==> config.mk <==
export PLATFORM = sky130hd
export DESIGN_NAME = sha256_round_ctrl_flat
export DESIGN_NICKNAME = d
export VERILOG_FILES = /design/src/rtl/sha256_round_ctrl_if.sv /design/src/rtl/sha256_round_ctrl.sv /design/src/flat_wrapper.sv
export SDC_FILE = /design/constraint.sdc
export NUM_CORES = 1
export LEC_CHECK = 0
export ABC_AREA = 1
export CAP_MARGIN = 20
export CORE_MARGIN = 2
export CORE_UTILIZATION = 45
export CTS_CLUSTER_SIZE = 28
export DETAILED_ROUTE_END_ITERATION = 6
export GPL_ROUTABILITY_DRIVEN = 0
export MAX_ROUTING_LAYER = met4
export PLACE_DENSITY = 0.78
export SYNTH_ARGS = -nofsm -noshare
export SYNTH_HDL_FRONTEND = slang
export SYNTH_SLANG_ARGS = --single-unit
==> constraint.sdc <==
create_clock -name clk_i -period 1.6 [get_ports clk_i]
set_clock_uncertainty 0.05 [all_clocks]
set_input_delay 0.32 -clock clk_i [delete_from_list [all_inputs] [get_ports clk_i]]
set_output_delay 0.32 -clock clk_i [all_outputs]
set_load 0.005 [all_outputs]
==> src/rtl/sha256_round_ctrl_if.sv <==
// Handshake and per-round control bundle between the SHA-256 round sequencer,
// the upstream block assembler, the hash datapath and the digest consumer.
interface sha256_round_ctrl_if #(
  parameter int rounds_p = 64
);
  localparam int round_width_lp = $clog2(rounds_p);

  logic                      en_i;
  logic                      v_i;
  logic                      first_i;
  logic                      ready_o;
  logic                      init_hash_o;
  logic                      load_block_o;
  logic [round_width_lp-1:0] round_o;
  logic                      w_sel_o;
  logic                      round_en_o;
  logic                      final_add_o;
  logic                      v_o;
  logic                      yumi_i;
  logic                      busy_o;

  // Environment side: drives enable, block handshake and digest consumption.
  modport master (
    output en_i, v_i, first_i, yumi_i,
    input  ready_o, init_hash_o, load_block_o, round_o, w_sel_o,
           round_en_o, final_add_o, v_o, busy_o
  );

  // Controller side.
  modport slave (
    input  en_i, v_i, first_i, yumi_i,
    output ready_o, init_hash_o, load_block_o, round_o, w_sel_o,
           round_en_o, final_add_o, v_o, busy_o
  );
endinterface

==> src/rtl/sha256_round_ctrl.sv <==
// SHA-256 compression control sequencer: accepts a block, pulses IV/load,
// steps the round counter, pulses the final hash add and presents digest-valid.
module sha256_round_ctrl #(
  parameter int rounds_p = 64
) (
  input logic                  clk_i,
  input logic                  reset_i,
  sha256_round_ctrl_if.slave   bus
);
  localparam int round_width_lp = $clog2(rounds_p);

  localparam logic [round_width_lp-1:0] LastRound  = round_width_lp'(rounds_p - 1);
  localparam logic [round_width_lp-1:0] FirstExpnd = round_width_lp'(16);

  if (rounds_p <= 16 || rounds_p > 64) begin : g_bad_rounds
    $error("sha256_round_ctrl: rounds_p must be >16 and <=64");
  end

  typedef enum logic [2:0] {
    S_IDLE  = 3'd0,
    S_LOAD  = 3'd1,
    S_ROUND = 3'd2,
    S_FINAL = 3'd3,
    S_DONE  = 3'd4
  } state_t;

  state_t                    r_state, w_state_n;
  logic [round_width_lp-1:0] r_cnt, w_cnt_n;
  logic                      r_first, w_first_n;
  logic                      r_hv, w_hv_n;

  always_ff @(posedge clk_i or posedge reset_i) begin
    if (reset_i) begin
      r_state <= S_IDLE;
      r_cnt   <= '0;
      r_first <= 1'b0;
      r_hv    <= 1'b0;
    end else begin
      r_state <= w_state_n;
      r_cnt   <= w_cnt_n;
      r_first <= w_first_n;
      r_hv    <= w_hv_n;
    end
  end

  // Every datapath strobe is qualified by en_i so a frozen cycle neither
  // repeats nor skips an action; round_o/w_sel_o follow the held counter.
  always_comb begin
    w_state_n        = r_state;
    w_cnt_n          = r_cnt;
    w_first_n        = r_first;
    w_hv_n           = r_hv;
    bus.ready_o      = 1'b0;
    bus.init_hash_o  = 1'b0;
    bus.load_block_o = 1'b0;
    bus.round_o      = '0;
    bus.w_sel_o      = 1'b0;
    bus.round_en_o   = 1'b0;
    bus.final_add_o  = 1'b0;
    bus.v_o          = 1'b0;

    case (r_state)
      S_IDLE: begin
        bus.ready_o = bus.en_i;
        if (bus.en_i && bus.v_i) begin
          w_first_n = bus.first_i;
          w_state_n = S_LOAD;
        end
      end
      S_LOAD: begin
        bus.load_block_o = bus.en_i;
        bus.init_hash_o  = bus.en_i & (r_first | ~r_hv);
        if (bus.en_i) begin
          w_cnt_n   = '0;
          w_state_n = S_ROUND;
        end
      end
      S_ROUND: begin
        bus.round_en_o = bus.en_i;
        bus.round_o    = r_cnt;
        bus.w_sel_o    = (r_cnt >= FirstExpnd);
        if (bus.en_i) begin
          if (r_cnt == LastRound) begin
            w_cnt_n   = '0;
            w_state_n = S_FINAL;
          end else begin
            w_cnt_n = r_cnt + 1'b1;
          end
        end
      end
      S_FINAL: begin
        bus.final_add_o = bus.en_i;
        if (bus.en_i) begin
          w_hv_n    = 1'b1;
          w_state_n = S_DONE;
        end
      end
      S_DONE: begin
        bus.v_o = bus.en_i;
        if (bus.en_i && bus.yumi_i) begin
          w_state_n = S_IDLE;
        end
      end
      default: begin
        w_state_n = S_IDLE;
      end
    endcase
  end

  assign bus.busy_o = (r_state != S_IDLE);

endmodule
==> src/flat_wrapper.sv <==
// flat-port wrapper written by rule: the top's interface ports become plain ports
module sha256_round_ctrl_flat 
#(
  parameter int rounds_p = 64
)
  (clk_i, reset_i, bus_en_i, bus_v_i, bus_first_i, bus_yumi_i, bus_ready_o, bus_init_hash_o, bus_load_block_o, bus_round_o, bus_w_sel_o, bus_round_en_o, bus_final_add_o, bus_v_o, bus_busy_o);
  sha256_round_ctrl_if #(.rounds_p(rounds_p)) bus_i ();
  input logic clk_i;
  input logic reset_i;
  input wire logic [$bits(bus_i.en_i)-1:0] bus_en_i;
  input wire logic [$bits(bus_i.v_i)-1:0] bus_v_i;
  input wire logic [$bits(bus_i.first_i)-1:0] bus_first_i;
  input wire logic [$bits(bus_i.yumi_i)-1:0] bus_yumi_i;
  output wire logic [$bits(bus_i.ready_o)-1:0] bus_ready_o;
  output wire logic [$bits(bus_i.init_hash_o)-1:0] bus_init_hash_o;
  output wire logic [$bits(bus_i.load_block_o)-1:0] bus_load_block_o;
  output wire logic [$bits(bus_i.round_o)-1:0] bus_round_o;
  output wire logic [$bits(bus_i.w_sel_o)-1:0] bus_w_sel_o;
  output wire logic [$bits(bus_i.round_en_o)-1:0] bus_round_en_o;
  output wire logic [$bits(bus_i.final_add_o)-1:0] bus_final_add_o;
  output wire logic [$bits(bus_i.v_o)-1:0] bus_v_o;
  output wire logic [$bits(bus_i.busy_o)-1:0] bus_busy_o;
  assign bus_i.en_i = bus_en_i;
  assign bus_i.v_i = bus_v_i;
  assign bus_i.first_i = bus_first_i;
  assign bus_i.yumi_i = bus_yumi_i;
  assign bus_ready_o = bus_i.ready_o;
  assign bus_init_hash_o = bus_i.init_hash_o;
  assign bus_load_block_o = bus_i.load_block_o;
  assign bus_round_o = bus_i.round_o;
  assign bus_w_sel_o = bus_i.w_sel_o;
  assign bus_round_en_o = bus_i.round_en_o;
  assign bus_final_add_o = bus_i.final_add_o;
  assign bus_v_o = bus_i.v_o;
  assign bus_busy_o = bus_i.busy_o;
  sha256_round_ctrl #(.rounds_p(rounds_p)) u_core (.clk_i(clk_i), .reset_i(reset_i), .bus(bus_i));
endmodule
==> flow_summary_export.csv <==
group,metric,value,unit
cts,cts_tree,"built",
cts,root_buffer,"clkbuf_4",
placed_design,place_inst,144,
power,peakVddDrop,0.001283,V
cts,cts_max_level,1,
floorplanning,rows,14,
cts,postCtsHoldBufs,0,
logic_synthesis,netlist_area,705.7,sq um
global_routing,grt_pass1_wl,3933,microns
logic_synthesis,synth_warnings,0,
cts,cts_buffer_depth,2,
logic_synthesis,synth_fp_nets,104,
power,p_sw,913.0,uW
global_routing,grt_usage,0.2909,
sta,period_minus_slack,1732,ps
run,drv_cap,0,
global_routing,antenna_found_initial,0,
global_routing,grt_pass1_vias,898,
floorplanning,start_util,0.4739,
logic_synthesis,synth_area_per_cell,7.275,sq um
status,violations,"negative setup slack",
layout,antenna_cells,0,
sta,relSlewSlack,0.6988,
sta,hold_ws,303.1,ps
floorplanning,pin_count,20,
routing,dr.pass1.iters,4,
layout,regArea,279.0,sq um
power,pwr-share-clk,0.090,
sta,finalMaxSlewViolations,0,
routing,drt-total-wl,2742,microns
layout,final_core_util,0.8529,
floorplanning,die_h,43.60,microns
global_routing,grt_overflow,0,
floorplanning,core_area,0.001489,sq mm
power,pwr-share-seq,0.210,
logic_synthesis,yosysSeqAreaShare,0.3901,
min_path,hp-class,"in2async",
placed_design,dp_hpwl,1269,microns
sta,rsz0062_at_grt,"yes",
cts,clk_latency,270,ps
routing,vias,922,
logic_synthesis,synth.distinct_cells,20,
sta,post-route-period-util,1.082,
routing,drt-vias-per-instance,5.488,
sta,fmax,577.5,MHz
setup_path,crit_chain,"nor2_4 > nand2_4 > buf_6 > nor2_2 > buf_2",
setup_path,critPathSlowestCell,"dfrtp_2",
setup_path,cp_max_fo,5,
power,combPwrFrac,0.700,
logic_synthesis,postSynthCellCount,97,
setup_path,startpoint_type,"flop",
setup_path,r2r-start,"u_core.r_state[2]",
routing,drc,0,
layout,area_delta_synth_final,79.96,%
setup_path,endpoint_kind,"primary output",
power,p_sw_frac,0.4268,
setup_path,startpoint,"u_core.r_state[2]",
power,p_int,1.226,mW
global_routing,grt_max_degree,12,
sta,setup_slack,-131.7,ps
layout,drive_gt1_frac,0.5461,
setup_path,cp.required,1230,ps
routing,antenna_left,0,
setup_path,max_stage_delay,440,ps
sta,final_hold_viol_count,0,
cts,cts_buffers,3,
setup_path,path_class,"reg2out",
floorplanning,die_width,43.60,microns
routing,first_iter_violations,45,
power,power.density,1685,mW/mm^2
sta,worst_pin_slew,451.4,ps
layout,fin_nets,160,
routing,routedWlPerCell,16.32,microns
cts,clkSinkCount,11,
layout,fillers,83,
layout,fin_cells,168,
placed_design,io_buffer_count,19,
setup_path,crit_arrival,1360,ps
floorplanning,die_area,0.001901,sq mm
power,leakagePower,0.6682,nW
layout,multi_input_area,450.4,sq um
logic_synthesis,synth-seq-cells,11,
status,outcome,"finished with violations",
cts,cts.clk_slew.worst_paths,70,ps
sta,final-setup-viol-count,14,
[flip-flops by register name (all words and copies together) (netlist names)]
name	flops
u_core.r_state	3
u_core.r_first	1
u_core.r_cnt	6
u_core.r_hv	1
[layer usage]
layer / routed length, microns / share of wire / track usage / vias up
met5: 0 / 0 / - / -
met4: 116 / 0.042 / 0.1030 / 0
met3: 164 / 0.060 / 0.08750 / 12
met2: 1416 / 0.52 / 0.4471 / 44
met1: 1045 / 0.38 / 0.3615 / 445
li1: - / - / - / 421
[per-stage QoR]
step / area [sq um] / TNS (ps) / total power, mW / worst slack [ps]
detailed placement: 1006 / -3433 / 1.259 / -468.7
global placement: 1006 / -3107 / 1.238 / -422.0
floorplan: 705.7 / 0 / 0.8934 / 353.0
global route: 1270 / -2081 / 2.261 / -192.3
CTS: 1197 / -1011 / 1.902 / -108.8
finish: 1270 / -1160 / 2.139 / -131.7
[critical path, delay by kind of cell, from the launching register on]
family | cells | cell delay (ps)
buffers and inverters | 2 | 250
flip-flops | 1 | 440
AND/OR/NAND/NOR | 3 | 400
[synthesized netlist by cell type]
cell type / instances / area, sq um
xnor2_1: 1 / 8.760
dfrtp_1: 11 / 275.3
ha_1: 1 / 12.51
nand2_1: 22 / 82.58
nand2_2: 4 / 25.02
nand3_1: 6 / 30.03
nand3_2: 2 / 20.02
inv_2: 6 / 22.52
nand4_1: 4 / 25.02
inv_1: 12 / 45.04
a21oi_1: 4 / 20.02
o21ai_0: 2 / 10.01
nor2_2: 3 / 18.77
o22ai_1: 1 / 6.260
nor2_1: 11 / 41.29
a22oi_2: 1 / 12.51
or2_1: 1 / 6.260
o21ai_1: 2 / 10.01
nor2_4: 1 / 11.26
nand2_4: 2 / 22.52
[kinds of logic (layout without fill, tap and decap cells)]
family,after synthesis,in the layout,synth area share
AOI/OAI and AO/OA,10,10,0.08334
xor gates and xnor gates,1,1,0.01241
adders and majority gates,1,1,0.01773
buffers and inverters,18,73,0.09574
DFF,11,11,0.3901
and+or+nand+nor,56,56,0.4007
[area by class of cell]
class                           count  area share
Tap cell                           16     0.01576
Timing Repair Buffer               51      0.3340
Inverter                           18     0.05517
Sequential cell                    11      0.2197
Clock buffer                        4     0.02069
Multi-Input combinational cell     68      0.3547
[placed cells by master, fill, tap and decap left out, drive strengths merged]
cell type       n
a22oi           1
o21ai           4
inv            18
nand4           4
or2             1
ha              1
xnor2           1
nand2          28
buf            46
dlygate4sd2     1
clkdlybuf4s50   4
dfrtp          11
nand3           8
a21oi           4
o22ai           1
clkbuf          4
nor2           15
[power by group through the flow]
stage	Combinational (mW)	Sequential (mW)	Clock (mW)
floorplan	0.449	0.444	0
global placement	0.783	0.455	0
detailed placement	0.802	0.458	0
CTS	1.26	0.445	0.199
global route	1.60	0.457	0.204
finish	1.50	0.449	0.193
[final timing paths]
check,cells past startpoint,endpoint,slack (ps)
min in group clk_i,1,u_core.r_hv,440
hold reg to reg,1,u_core.r_hv,440
setup reg to reg,11,u_core.r_first,0
setup / recovery,5,bus_round_o[0],-130
max in group asynchronous,2,u_core.r_state[1],860
hold / removal,2,u_core.r_first,300
[timing repair]
action                                  CTS  global route
pin swaps                                 7            10
cloned                                    0             0
resized for setup                        81            18
endpoints found under the setup margin   14            20
buffers inserted                         20             2
Note: power is estimated with default switching activity, not from simulation.
